$ cat config.mk
export PLATFORM = sky130hd
export DESIGN_NAME = mem_wb_stage_flat
export DESIGN_NICKNAME = d
export VERILOG_FILES = /design/src/rtl/mem_wb_stage_if.sv /design/src/rtl/mem_wb_stage.sv /design/src/flat_wrapper.sv
export SDC_FILE = /design/constraint.sdc
export NUM_CORES = 1
export LEC_CHECK = 0
export ABC_AREA = 1
export CAP_MARGIN = 10
export CORE_UTILIZATION = 45
export DETAILED_ROUTE_END_ITERATION = 10
export PLACE_DENSITY = 0.89
export SLEW_MARGIN = 25
export SYNTH_ARGS = -nofsm -noshare
export SYNTH_HDL_FRONTEND = slang
export SYNTH_SLANG_ARGS = --single-unit
export TNS_END_PERCENT = 100
$ cat constraint.sdc
create_clock -name clk -period 1.8 [get_ports clk]
set_input_delay 0.18 -clock clk [delete_from_list [all_inputs] [get_ports clk]]
set_output_delay 0.18 -clock clk [all_outputs]
set_load 0.02 [all_outputs]
$ cat src/rtl/mem_wb_stage_if.sv
`default_nettype none
// ============================================================================
//  mem_wb_stage_if : data-memory request/acknowledge bus for the MEM stage
//  Revision 1.0
// ============================================================================
interface mem_wb_stage_if #(
  parameter int DW = 32
);
  logic [DW-1:0] mem_addr;
  logic [DW-1:0] mem_wdata;
  logic          mem_rd;
  logic          mem_wr;
  logic [DW-1:0] mem_rdata;
  logic          mem_ack;

  modport master (
    output mem_addr, mem_wdata, mem_rd, mem_wr,
    input  mem_rdata, mem_ack
  );

  modport slave (
    input  mem_addr, mem_wdata, mem_rd, mem_wr,
    output mem_rdata, mem_ack
  );
endinterface
`default_nettype wire

$ cat src/rtl/mem_wb_stage.sv
`default_nettype none
// ============================================================================
//  mem_wb_stage : memory-access stage + MEM/WB register; stalls until mem_ack.
//  Optional MEM_TIMEOUT_EN: aborts a request after TIMEOUT WAIT cycles.
//  Revision 1.0
// ============================================================================
module mem_wb_stage #(
  parameter int DW      = 32,
  parameter int TIMEOUT = 16
) (
  input  wire             clk,
  input  wire             reset_n,
  input  wire [DW-1:0]    dbus_in,
  input  wire [DW-1:0]    dselect_in,
  input  wire [DW-1:0]    databus_in,
  input  wire             sw_mem,
  input  wire             lw_mem,
  mem_wb_stage_if.master  mem_bus,
  output logic            stall_out,
  output logic [DW-1:0]   wb_data,
  output logic [DW-1:0]   wb_dselect,
  output logic            mem_err
);

  typedef enum logic [1:0] {
    IDLE = 2'd0,
    WAIT = 2'd1,
    DONE = 2'd2
  } state_t;

  state_t        state_q,      state_d;
  logic [DW-1:0] mem_addr_q,   mem_addr_d;
  logic [DW-1:0] mem_wdata_q,  mem_wdata_d;
  logic          mem_rd_q,     mem_rd_d;
  logic          mem_wr_q,     mem_wr_d;
  logic [DW-1:0] wb_data_q,    wb_data_d;
  logic [DW-1:0] wb_dselect_q, wb_dselect_d;
  logic [DW-1:0] dsel_cap_q,   dsel_cap_d;
  logic [DW-1:0] rdata_cap_q,  rdata_cap_d;
  logic          is_load_q,    is_load_d;

`ifdef MEM_TIMEOUT_EN
  localparam int             CW        = $clog2(TIMEOUT + 1);
  localparam logic [CW-1:0]  TIMEOUT_C = CW'(TIMEOUT);
  logic [CW-1:0] cnt_q, cnt_d;
  logic [CW-1:0] cnt_inc;
  logic          mem_err_q, mem_err_d;
  assign cnt_inc = cnt_q + CW'(1);
`endif

  always_comb begin
    state_d      = state_q;
    mem_addr_d   = mem_addr_q;
    mem_wdata_d  = mem_wdata_q;
    mem_rd_d     = mem_rd_q;
    mem_wr_d     = mem_wr_q;
    wb_data_d    = wb_data_q;
    wb_dselect_d = wb_dselect_q;
    dsel_cap_d   = dsel_cap_q;
    rdata_cap_d  = rdata_cap_q;
    is_load_d    = is_load_q;
    stall_out    = 1'b0;
`ifdef MEM_TIMEOUT_EN
    cnt_d        = cnt_q;
    mem_err_d    = mem_err_q;
`endif
    case (state_q)
      IDLE: begin
        if (sw_mem || lw_mem) begin
          stall_out    = 1'b1;
          mem_addr_d   = dbus_in;
          mem_wdata_d  = databus_in;
          mem_wr_d     = sw_mem;
          mem_rd_d     = lw_mem & ~sw_mem;
          is_load_d    = lw_mem & ~sw_mem;
          dsel_cap_d   = dselect_in;
          wb_dselect_d = '0;
          state_d      = WAIT;
`ifdef MEM_TIMEOUT_EN
          cnt_d        = '0;
`endif
        end else begin
          wb_data_d    = dbus_in;
          wb_dselect_d = dselect_in;
        end
      end
      WAIT: begin
        stall_out    = 1'b1;
        wb_dselect_d = '0;
        // An ack arriving on the terminal-count cycle still completes normally.
        if (mem_bus.mem_ack) begin
          mem_rd_d = 1'b0;
          mem_wr_d = 1'b0;
          if (is_load_q) rdata_cap_d = mem_bus.mem_rdata;
          state_d  = DONE;
        end
`ifdef MEM_TIMEOUT_EN
        else if (cnt_inc == TIMEOUT_C) begin
          mem_rd_d   = 1'b0;
          mem_wr_d   = 1'b0;
          mem_err_d  = 1'b1;
          dsel_cap_d = '0;
          state_d    = DONE;
        end else begin
          cnt_d = cnt_inc;
        end
`endif
      end
      DONE: begin
        // Inputs here are still the held memory instruction, so they are not reissued.
        if (is_load_q) begin
          wb_data_d    = rdata_cap_q;
          wb_dselect_d = dsel_cap_q;
        end else begin
          wb_data_d    = dbus_in;
          wb_dselect_d = '0;
        end
        state_d = IDLE;
      end
      default: state_d = IDLE;
    endcase
  end

  always_ff @(posedge clk) begin
    if (!reset_n) begin
      state_q      <= IDLE;
      mem_addr_q   <= '0;
      mem_wdata_q  <= '0;
      mem_rd_q     <= 1'b0;
      mem_wr_q     <= 1'b0;
      wb_data_q    <= '0;
      wb_dselect_q <= '0;
      dsel_cap_q   <= '0;
      rdata_cap_q  <= '0;
      is_load_q    <= 1'b0;
`ifdef MEM_TIMEOUT_EN
      cnt_q        <= '0;
      mem_err_q    <= 1'b0;
`endif
    end else begin
      state_q      <= state_d;
      mem_addr_q   <= mem_addr_d;
      mem_wdata_q  <= mem_wdata_d;
      mem_rd_q     <= mem_rd_d;
      mem_wr_q     <= mem_wr_d;
      wb_data_q    <= wb_data_d;
      wb_dselect_q <= wb_dselect_d;
      dsel_cap_q   <= dsel_cap_d;
      rdata_cap_q  <= rdata_cap_d;
      is_load_q    <= is_load_d;
`ifdef MEM_TIMEOUT_EN
      cnt_q        <= cnt_d;
      mem_err_q    <= mem_err_d;
`endif
    end
  end

  assign mem_bus.mem_addr  = mem_addr_q;
  assign mem_bus.mem_wdata = mem_wdata_q;
  assign mem_bus.mem_rd    = mem_rd_q;
  assign mem_bus.mem_wr    = mem_wr_q;
  assign wb_data           = wb_data_q;
  assign wb_dselect        = wb_dselect_q;
`ifdef MEM_TIMEOUT_EN
  assign mem_err           = mem_err_q;
`else
  assign mem_err           = 1'b0;
`endif

endmodule
`default_nettype wire

$ cat src/flat_wrapper.sv
// flat-port wrapper written by rule: the top's interface ports become plain ports
module mem_wb_stage_flat 
#(
  parameter int DW      = 32,
  parameter int TIMEOUT = 16
)
  (clk, reset_n, dbus_in, dselect_in, databus_in, sw_mem, lw_mem, stall_out, wb_data, wb_dselect, mem_err, mem_bus_mem_addr, mem_bus_mem_wdata, mem_bus_mem_rd, mem_bus_mem_wr, mem_bus_mem_rdata, mem_bus_mem_ack);
  mem_wb_stage_if #(.DW(DW)) mem_bus_i ();
  input  wire clk;
  input  wire reset_n;
  input  wire [DW-1:0] dbus_in;
  input  wire [DW-1:0] dselect_in;
  input  wire [DW-1:0] databus_in;
  input  wire sw_mem;
  input  wire lw_mem;
  output logic stall_out;
  output logic [DW-1:0] wb_data;
  output logic [DW-1:0] wb_dselect;
  output logic mem_err;
  output wire logic [$bits(mem_bus_i.mem_addr)-1:0] mem_bus_mem_addr;
  output wire logic [$bits(mem_bus_i.mem_wdata)-1:0] mem_bus_mem_wdata;
  output wire logic [$bits(mem_bus_i.mem_rd)-1:0] mem_bus_mem_rd;
  output wire logic [$bits(mem_bus_i.mem_wr)-1:0] mem_bus_mem_wr;
  input wire logic [$bits(mem_bus_i.mem_rdata)-1:0] mem_bus_mem_rdata;
  input wire logic [$bits(mem_bus_i.mem_ack)-1:0] mem_bus_mem_ack;
  assign mem_bus_mem_addr = mem_bus_i.mem_addr;
  assign mem_bus_mem_wdata = mem_bus_i.mem_wdata;
  assign mem_bus_mem_rd = mem_bus_i.mem_rd;
  assign mem_bus_mem_wr = mem_bus_i.mem_wr;
  assign mem_bus_i.mem_rdata = mem_bus_mem_rdata;
  assign mem_bus_i.mem_ack = mem_bus_mem_ack;
  mem_wb_stage #(.DW(DW), .TIMEOUT(TIMEOUT)) u_core (.clk(clk), .reset_n(reset_n), .dbus_in(dbus_in), .dselect_in(dselect_in), .databus_in(databus_in), .sw_mem(sw_mem), .lw_mem(lw_mem), .mem_bus(mem_bus_i), .stall_out(stall_out), .wb_data(wb_data), .wb_dselect(wb_dselect), .mem_err(mem_err));
endmodule
# Yosys cells after proc, flatten, opt, wreduce, memory -nomap -nowiden
# Index checks and enable logic that the tools add are counted.
[totals]
regBits = 197
output_inout_bits = 132
wordCells = 43
[classes]
n_eq_ne = 5
n_mux = 16
n_bitwise = 2
reduce_logical = 10
[op_table]
columns = ["operator", "n"]
rows = [
  ["$mux W32", 4],
  ["$pmux W32 S3", 1],
  ["$pmux W32 S2", 1],
  ["$pmux W1 S2", 3],
  ["$reduce_and A2 Y1", 3],
  ["$reduce_and A3 Y1", 2],
  ["$mux W1", 4],
  ["$mux W2", 2],
  ["$ne A2 B2 Y1 const B", 2],
  ["$pmux W2 S2", 1],
  ["$reduce_bool A2 Y1", 2],
  ["$reduce_bool A3 Y1", 1],
  ["$eq A2 B1 Y1 const B", 1],
  ["$eq A2 B2 Y1 const B", 1],
  ["$logic_not A2 Y1", 1],
  ["$ne A2 B1 Y1 const B", 1],
  ["$and A1 B1 Y1", 1],
  ["$logic_or A1 B1 Y1", 1],
  ["$not A1 Y1", 1],
]

# Longest topological paths before layout
# Gate-level depths: netlist of run 1.
[depth]
word_depth = 4
depth_mapped = 9
depth_no_buf = 8

# Worst setup path before layout of run 1
# No wires, ideal clock.
[synth_timing]
kind = "reg-to-reg"
from = "register u_core.state_q[0]"
to = "register u_core.wb_dselect_q[10], in the netlist u_core.wb_dselect[10]"
setup_ns = 0.070
arrival_ns = 1.447
t_required_ns = 1.730
setup_slack_ns = 0.283
stages_incl_launch_ff = 9
path_cell_list = "dfxtp_1 -> inv_1 -> ha_1 -> buf_2 -> clkbuf_1 -> nand2_1 -> nor2_1 -> nor2_1 -> a21oi_1"
[synth_via]
elab_chain_len = 2
elab_cells_between_ends = 5
cone_classes = "2 x eq/ne; 1 x mux; 2 x reduce/logical"
[synth_rtl]
columns = ["element", "line_no", "rtl"]
rows = [
  ["from (decl)", "mem_wb_stage.sv:31", "state_t state_q, state_d;"],
  ["from (signal assigned)", "mem_wb_stage.sv:141", "state_q <= state_d;"],
  ["$eq A2 B2 Y1, or another cell as far along", "mem_wb_stage.sv:67", "case (state_q)"],
  ["$pmux W32 S3 / $reduce_bool A3 Y1 (equally long branches)", "n/a", ""],
  ["to (signal assigned)", "mem_wb_stage.sv:147", "wb_dselect_q <= wb_dselect_d;"],
  ["to (decl)", "mem_wb_stage.sv:37", "logic [DW-1:0] wb_dselect_q, wb_dselect_d;"],
]
# Parallel ways exist; a longest one is shown, timed or not.
# A chain may end at the register's enable or synchronous reset.

# Final worst setup path of run 1
[layout_timing]
from = "register u_core.state_q[0]"
to = "output stall_out"
[layout_via]
elab_chain_len = 2
elab_cells_between_ends = 3
cone_classes = "1 x eq/ne; 1 x mux; 1 x reduce/logical"
[layout_rtl]
columns = ["element", "line_no", "rtl"]
rows = [
  ["$eq A2 B1 Y1 / $logic_not A2 Y1 (equally long branches)", "mem_wb_stage.sv:67", ""],
  ["$pmux W1 S2 *", "mem_wb_stage.sv:67", ""],
  ["to (decl)", "flat_wrapper.sv:16", "output logic stall_out;"],
]
# Every way passes the cells marked *; elsewhere a longest branch is shown, timed or not.

==> results.ini, run 1 <==
[status]
outcome=finished, final reports clean

[synth]
syn_nets=1247
ys_ff_latch=197
yosysTopAreaCell=dfxtp_1
yosysSeqAreaShare_pct=49.15
ys_warn_count=0
syn_area_sq_um=8024
syn_inst=1108
synth_top_cell_area_share_pct=49.15
avgSynthCellArea_sq_um=7.242
synth_cell_types=21
synth_top_cells_by_area=dfxtp_1 (49%), nor2_1 (14%), o21ai_0 (11%), nand2_1 (6.6%), a21oi_1 (6.1%)

[cts]
cts_setup_buffers=0
clkLatencyLatePin_ps=430
clk_path_buf_depth=2
htreeDepth=4
cts_sinks=197
ctsHoldBuffers=0
root_buffer=clkbuf_16
cts_tree=yes
path_clk_slew_ps=70
cts_buffers=17

[worst_setup_path]
cpMaxStageDelayCell=dfxtp_1
crit_arrival_ps=1550
max_stage_delay_ps=430
crit_family=flip-flops
crit_chain=ha_1 > inv_1 > a22oi_2 > buf_4
cp_data_required_time_ps=1620
r2r_start=u_core.state_q[0]
critPathBufInv=2
path_class=register to output pin
crit_start=u_core.state_q[0]
critPathMaxFanout=5
cp-end-kind=output pin
critPathLaunchType=register

[floorplanning]
core_sq_um=17360
io_pins=265
rows=48
fp.dieW_microns=135.5
die-area_sq_um=18370
die_h_microns=135.5
start_util_pct=46.23

[place]
port_buffers=263
dpl_worst_slack_ps=-120.4
hpwl_microns=15220
placed_area_sq_um=10950
gp_congestion=0.8313

[final_layout]
nNetsFinal=1475
syn_to_final_growth_pct=44.58
design_area_sq_um=11600
layout-drive-gt1-share_pct=5.856

[detailed_routing]
ant_nets=0
drcViolationCount=0
via_per_inst=5.153
drt_iter0_drc=437
post_drt_wl_per_cell_microns=14.69
via_count=8116
first_pass_iters=5
drt_wl_total_microns=23140

[global_route]
grt-ovfl-total=0
grt_util_met2_pct=42.36
track_usage_pct=24.54
gr-usage-met1_pct=29.14
antenna_found_initial=1
gr-max-usage-layer=met2
grt_pass1_wl_microns=35630
grt_use_met3_pct=5.425
grt_pass1_vias=7300
grt_max_degree=65

[power_and_ir_drop]
power.leakage_nw=4.578
p_per_area_nw_per_um2=1260
peakVddDrop_mv=0.6641

[min_path]
hold_start=reset_n
min_path_type=input pin to register

[job]
cap_violations=0

[timing]
clock-skew-final_ps=7.440
setup_ws_ps=65.61
fin_crit_ps=1734
fmax_mhz=576.6
rsz0062_at_grt=no
fin_crit_sh_pct=96.35
setup_viol=0
drv_slew=0
hold_viol=0

final timing paths:
path	slack (ps)	end	depth (start not counted)
worst max-delay path	70	stall_out	4
worst max register to register	130	u_core.dsel_cap_q[31]	7
worst min-delay path	190	u_core.dsel_cap_q[6]	3
worst min register to register	450	u_core.rdata_cap_q[12]	2
synth_stat cells:
cell,count
nand2_4,2
a22oi_1,1
clkbuf_1,47
nand3b_1,32
inv_2,3
buf_4,2
o21ai_0,183
nand3_1,7
o21ai_1,9
buf_2,30
buf_6,6
a21boi_0,1
ha_1,6
nand2_1,141
conb_1,1
nor2_2,2
nor2_1,301
a21oi_1,97
dfxtp_1,197
inv_1,39
buf_1,1
worst min-delay path: cells and delay by family:
kind                   cells  cell delay (ps)
and+or+nand+nor            1               40
AOI/OAI and AO/OA          1              120
buffers and inverters      1              230
metrics by stage:
stage               util, %  std cells  hold WS, ps  power, W  setup TNS [ps]
detailed placement    63.08       1541        440.6   0.01067          -120.4
finish                66.84       1575        186.3   0.01462               0
global route          66.84       1575        186.2   0.01538               0
global placement      63.08       1541        431.6   0.01053          -103.8
CTS                   66.58       1573        171.4   0.01463               0
floorplan                 -       1108        320.2  0.008465               0
state kept, by name, summed over array words and instances (netlist names), 2 cells and up:
name                      flops
u_core.state_q                2
u_core.rdata_cap_q           32
u_core.wb_data               32
u_core.wb_dselect            32
u_core.mem_bus.mem_wdata     32
u_core.dsel_cap_q            32
u_core.mem_bus.mem_addr      32
per-layer routing:
layer	vias up	wire, microns
met4	0	665
met5	-	0
li1	4032	-
met2	264	11460
met3	48	1299
met1	3772	9716
cell type report:
cell class              count  area, sq um
well taps                 225        281.5
multi-input cells         783         3545
clock buffers              18        429.2
fillers                  1439         5756
inverters                  42        158.9
clock inverters            14        176.4
diodes                      1        2.502
flip-flops and latches    197         3944
repair buffers            295         3064
logic make-up after synthesis:
| kind of cell | synth area share (%) |
|---|---|
| other | 0.04674 |
| AND/OR/NAND/NOR | 24.54 |
| adder cells (fa/ha/maj) | 0.9356 |
| flip-flops | 49.15 |
| AO/OA/AOI/OAI | 18.21 |
| buffers and inverters | 7.110 |
repair_timing:
item / 4_1_cts / 5_1_grt
endpoints found under the hold margin: 0 / 0
setup endpoints to repair: 2 / 50
gates cloned: 0 / 1
pin swaps: 0 / 0
resized for setup: 6 / 5
where the power goes:
group	internal (W)	total, W	leakage [nW]	switching (W)
Combinational	0.00226	0.00515	2.67	0.00289
Clock	0.00221	0.00394	0.291	0.00173
Sequential	0.00515	0.00553	1.62	0.000385
placed cells by master (no fill, tap or decap):
cell type,Yosys,final
ha_1,6,5
inv_6,0,2
diode_2,0,1
clkinv_4,0,1
clkbuf_16,0,18
conb_1,1,1
nand2_4,2,5
clkbuf_1,47,1
o21ai_1,9,9
nor2_1,301,301
inv_8,0,2
a21boi_0,1,1
bufinv_16,0,3
buf_12,0,14
clkinvlp_4,0,3
o21ai_0,183,183
nand3_1,7,6
ha_2,0,1
inv_2,3,3
dfxtp_1,197,197
clkinv_2,0,4
nand3_2,0,1
buf_4,2,18
a21oi_1,97,97
nor2_2,2,2
nand2_1,141,138
clkdlybuf4s50_1,0,261
a22oi_2,0,1
buf_6,6,1
inv_1,39,38
nand3b_1,32,32
No activity file was read; power rests on OpenSTA's default activity.
==> run 2: changes to the inputs <==
Settings changed: CORE_UTILIZATION 45 to 42, GPL_TIMING_DRIVEN set to 0, PLACE_DENSITY 0.89 to 0.87.
Clock period 1.8 ns to 1.5 ns, I/O delays scaled along.
==> results.ini, run 2 (synthesis results as in run 1) <==
[detailed_routing]
first_pass_iters=6  ; +1
via_count=8324  ; +2.6%
via_per_inst=5.073  ; -1.6%
drcViolationCount=0  ; unchanged
ant_nets=0  ; unchanged
drt_wl_total_microns=25540  ; +10%
drt_iter0_drc=431  ; -1.4%
post_drt_wl_per_cell_microns=15.57  ; +5.9%

[global_route]
grt-ovfl-total=0  ; unchanged
grt_pass1_vias=7734  ; +5.9%
track_usage_pct=25.61  ; +1.1 points
antenna_found_initial=2  ; +1
grt_pass1_wl_microns=39320  ; +10%
grt_max_degree=22  ; -66%

[worst_setup_path]
crit_arrival_ps=1550  ; about the same
critPathLaunchType=register
cp-end-kind=output pin
critPathMaxFanout=5  ; unchanged
cpMaxStageDelayCell=dfxtp_4
path_class=register to output pin
cp_data_required_time_ps=1350  ; -270 ps
crit_chain=inv_4 > ha_2 > inv_2 > a22oi_2 > buf_6
max_stage_delay_ps=380  ; -50 ps

[power_and_ir_drop]
p_per_area_nw_per_um2=1481  ; +18%
peakVddDrop_mv=0.8753  ; +32%
p_total_w=0.01736  ; +19%
power.leakage_nw=5.195  ; +13%

[floorplanning]
io_pins=265  ; unchanged
rows=50  ; +4.2%
die_h_microns=140.2  ; +3.5%
die-area_sq_um=19660  ; +7.0%
core_sq_um=18710  ; +7.8%
fp.dieW_microns=140.2  ; +3.5%
start_util_pct=42.90  ; -3.3 points

[timing]
drv_slew=0  ; unchanged
setup_viol=41  ; +41
clock-skew-final_ps=9.483  ; +2.043 ps
rsz0062_at_grt=yes
hold_viol=0  ; unchanged
tns_ps=-1586  ; -1586 ps
fin_crit_sh_pct=113.3
setup_ws_ps=-199.2  ; -264.8 ps
whs_ps=287.2  ; +100.9 ps
fin_crit_ps=1699
fmax_mhz=588.5

[cts]
cts_tree=yes
htreeDepth=4  ; unchanged
cts_sinks=197  ; unchanged
clk_path_buf_depth=2  ; unchanged
clkLatencyLatePin_ps=440  ; about the same
path_clk_slew_ps=80  ; about the same
cts_buffers=17  ; unchanged
root_buffer=clkbuf_16

[place]
gp_congestion=0.8510  ; +2.4%
port_buffers=262  ; -0.38%
hpwl_microns=18900  ; +24%
placed_area_sq_um=10940  ; about the same

[status]
outcome=complete, but fails checks
violations=negative setup slack

[final_layout]
final_cell_mix=nor2_1 (301), dfxtp_1 (195), o21ai_0 (167), nand2_1 (139), clkdlybuf4s50_1 (131)
register_area_sq_um=3951  ; +0.19%
nNetsFinal=1531  ; +3.8%
syn_to_final_growth_pct=46.05
multi_input_area_sq_um=3597  ; +1.5%
layout-drive-gt1-share_pct=9.253  ; +3.4 points
fin_util_pct=62.65  ; -4.2 points
layout_commonest_cell=nor2_1
fill_cells=1666  ; +16%
design_area_sq_um=11720  ; +1.0%

[min_path]
min_path_type=input pin to register

[job]
cap_violations=0  ; unchanged

[run 2: changes by cell type in the layout (fill, tap and decap cells not counted), sizes merged]
cell           before  now
inv                45   51
clkinv              5    6
buf                33   48
diode               1    2
dlygate4sd2         0  130
clkdlybuf4s50     261  131
bufinv              3    0
clkbuf             19   59
clkinvlp            3    0
[run 2: power by group]
| group | total, W | leakage, nW | internal [W] | switching [W] |
|---|---|---|---|---|
| combinational | 0.00609 | 3.28 | 0.00246 | 0.00363 |
| sequential | 0.00665 | 1.62 | 0.00618 | 0.000468 |
| clock | 0.00462 | 0.295 | 0.00227 | 0.00235 |
| total | 0.0174 | 5.19 | 0.0109 | 0.00645 |
[run 2: timing repair]
action                                  in CTS  in global routing
hold buffers                                 0                  0
pin swaps                                    3                  3
cloned                                       0                  0
resized for setup                          220                 59
endpoints found under the setup margin     324                168
buffers inserted                             4                  1
[run 2: per-layer routing]
layer | vias up | wire, microns | GRT usage [%]
li1 | 4145 | - | -
met1 | 3857 | 10730 | 30.33
met2 | 264 | 12400 | 43.79
met3 | 58 | 1534 | 6.598
met4 | 0 | 879 | 10.99
met5 | - | 0 | 0
[run 2: final cells by class]
cell class	instances	area share, %
clock inverters	15	1.527
flip-flops and latches	197	33.72
inverters	42	1.452
multi-input cells	783	30.70
repair buffers	267	21.43
diodes	2	0.04271
well taps	234	2.498
plain buffers	84	5.007
clock buffers	17	3.630
[run 2: stage by stage]
step / std cells / setup WS, ps
5_1_grt: 1641 / -235.0
6_report: 1641 / -199.2
2_1_floorplan: 1108 / -16.51
3_3_place_gp: 1604 / -735.1
3_5_place_dp: 1604 / -733.5
4_1_cts: 1638 / -160.0
[run 2: path summary, 6_finish.rpt]
kind	start	endpoint	slack, ps	cells past startpoint
worst min-delay path	dselect_in[2]	u_core.wb_dselect[2]	290	3
worst max register to register	u_core.state_q[1]	u_core.mem_bus.mem_addr[27]	-70	9
worst max-delay path	u_core.state_q[1]	stall_out	-200	5
worst min register to register	u_core.rdata_cap_q[29]	u_core.rdata_cap_q[29]	450	2
[run 2: worst max-delay path: cells and delay by family, from the launching register on]
family,cells,cell delay [ps]
AO/OA/AOI/OAI,1,220
adder cells (fa/ha/maj),1,200
buffers and inverters,3,320
flip-flops,1,380
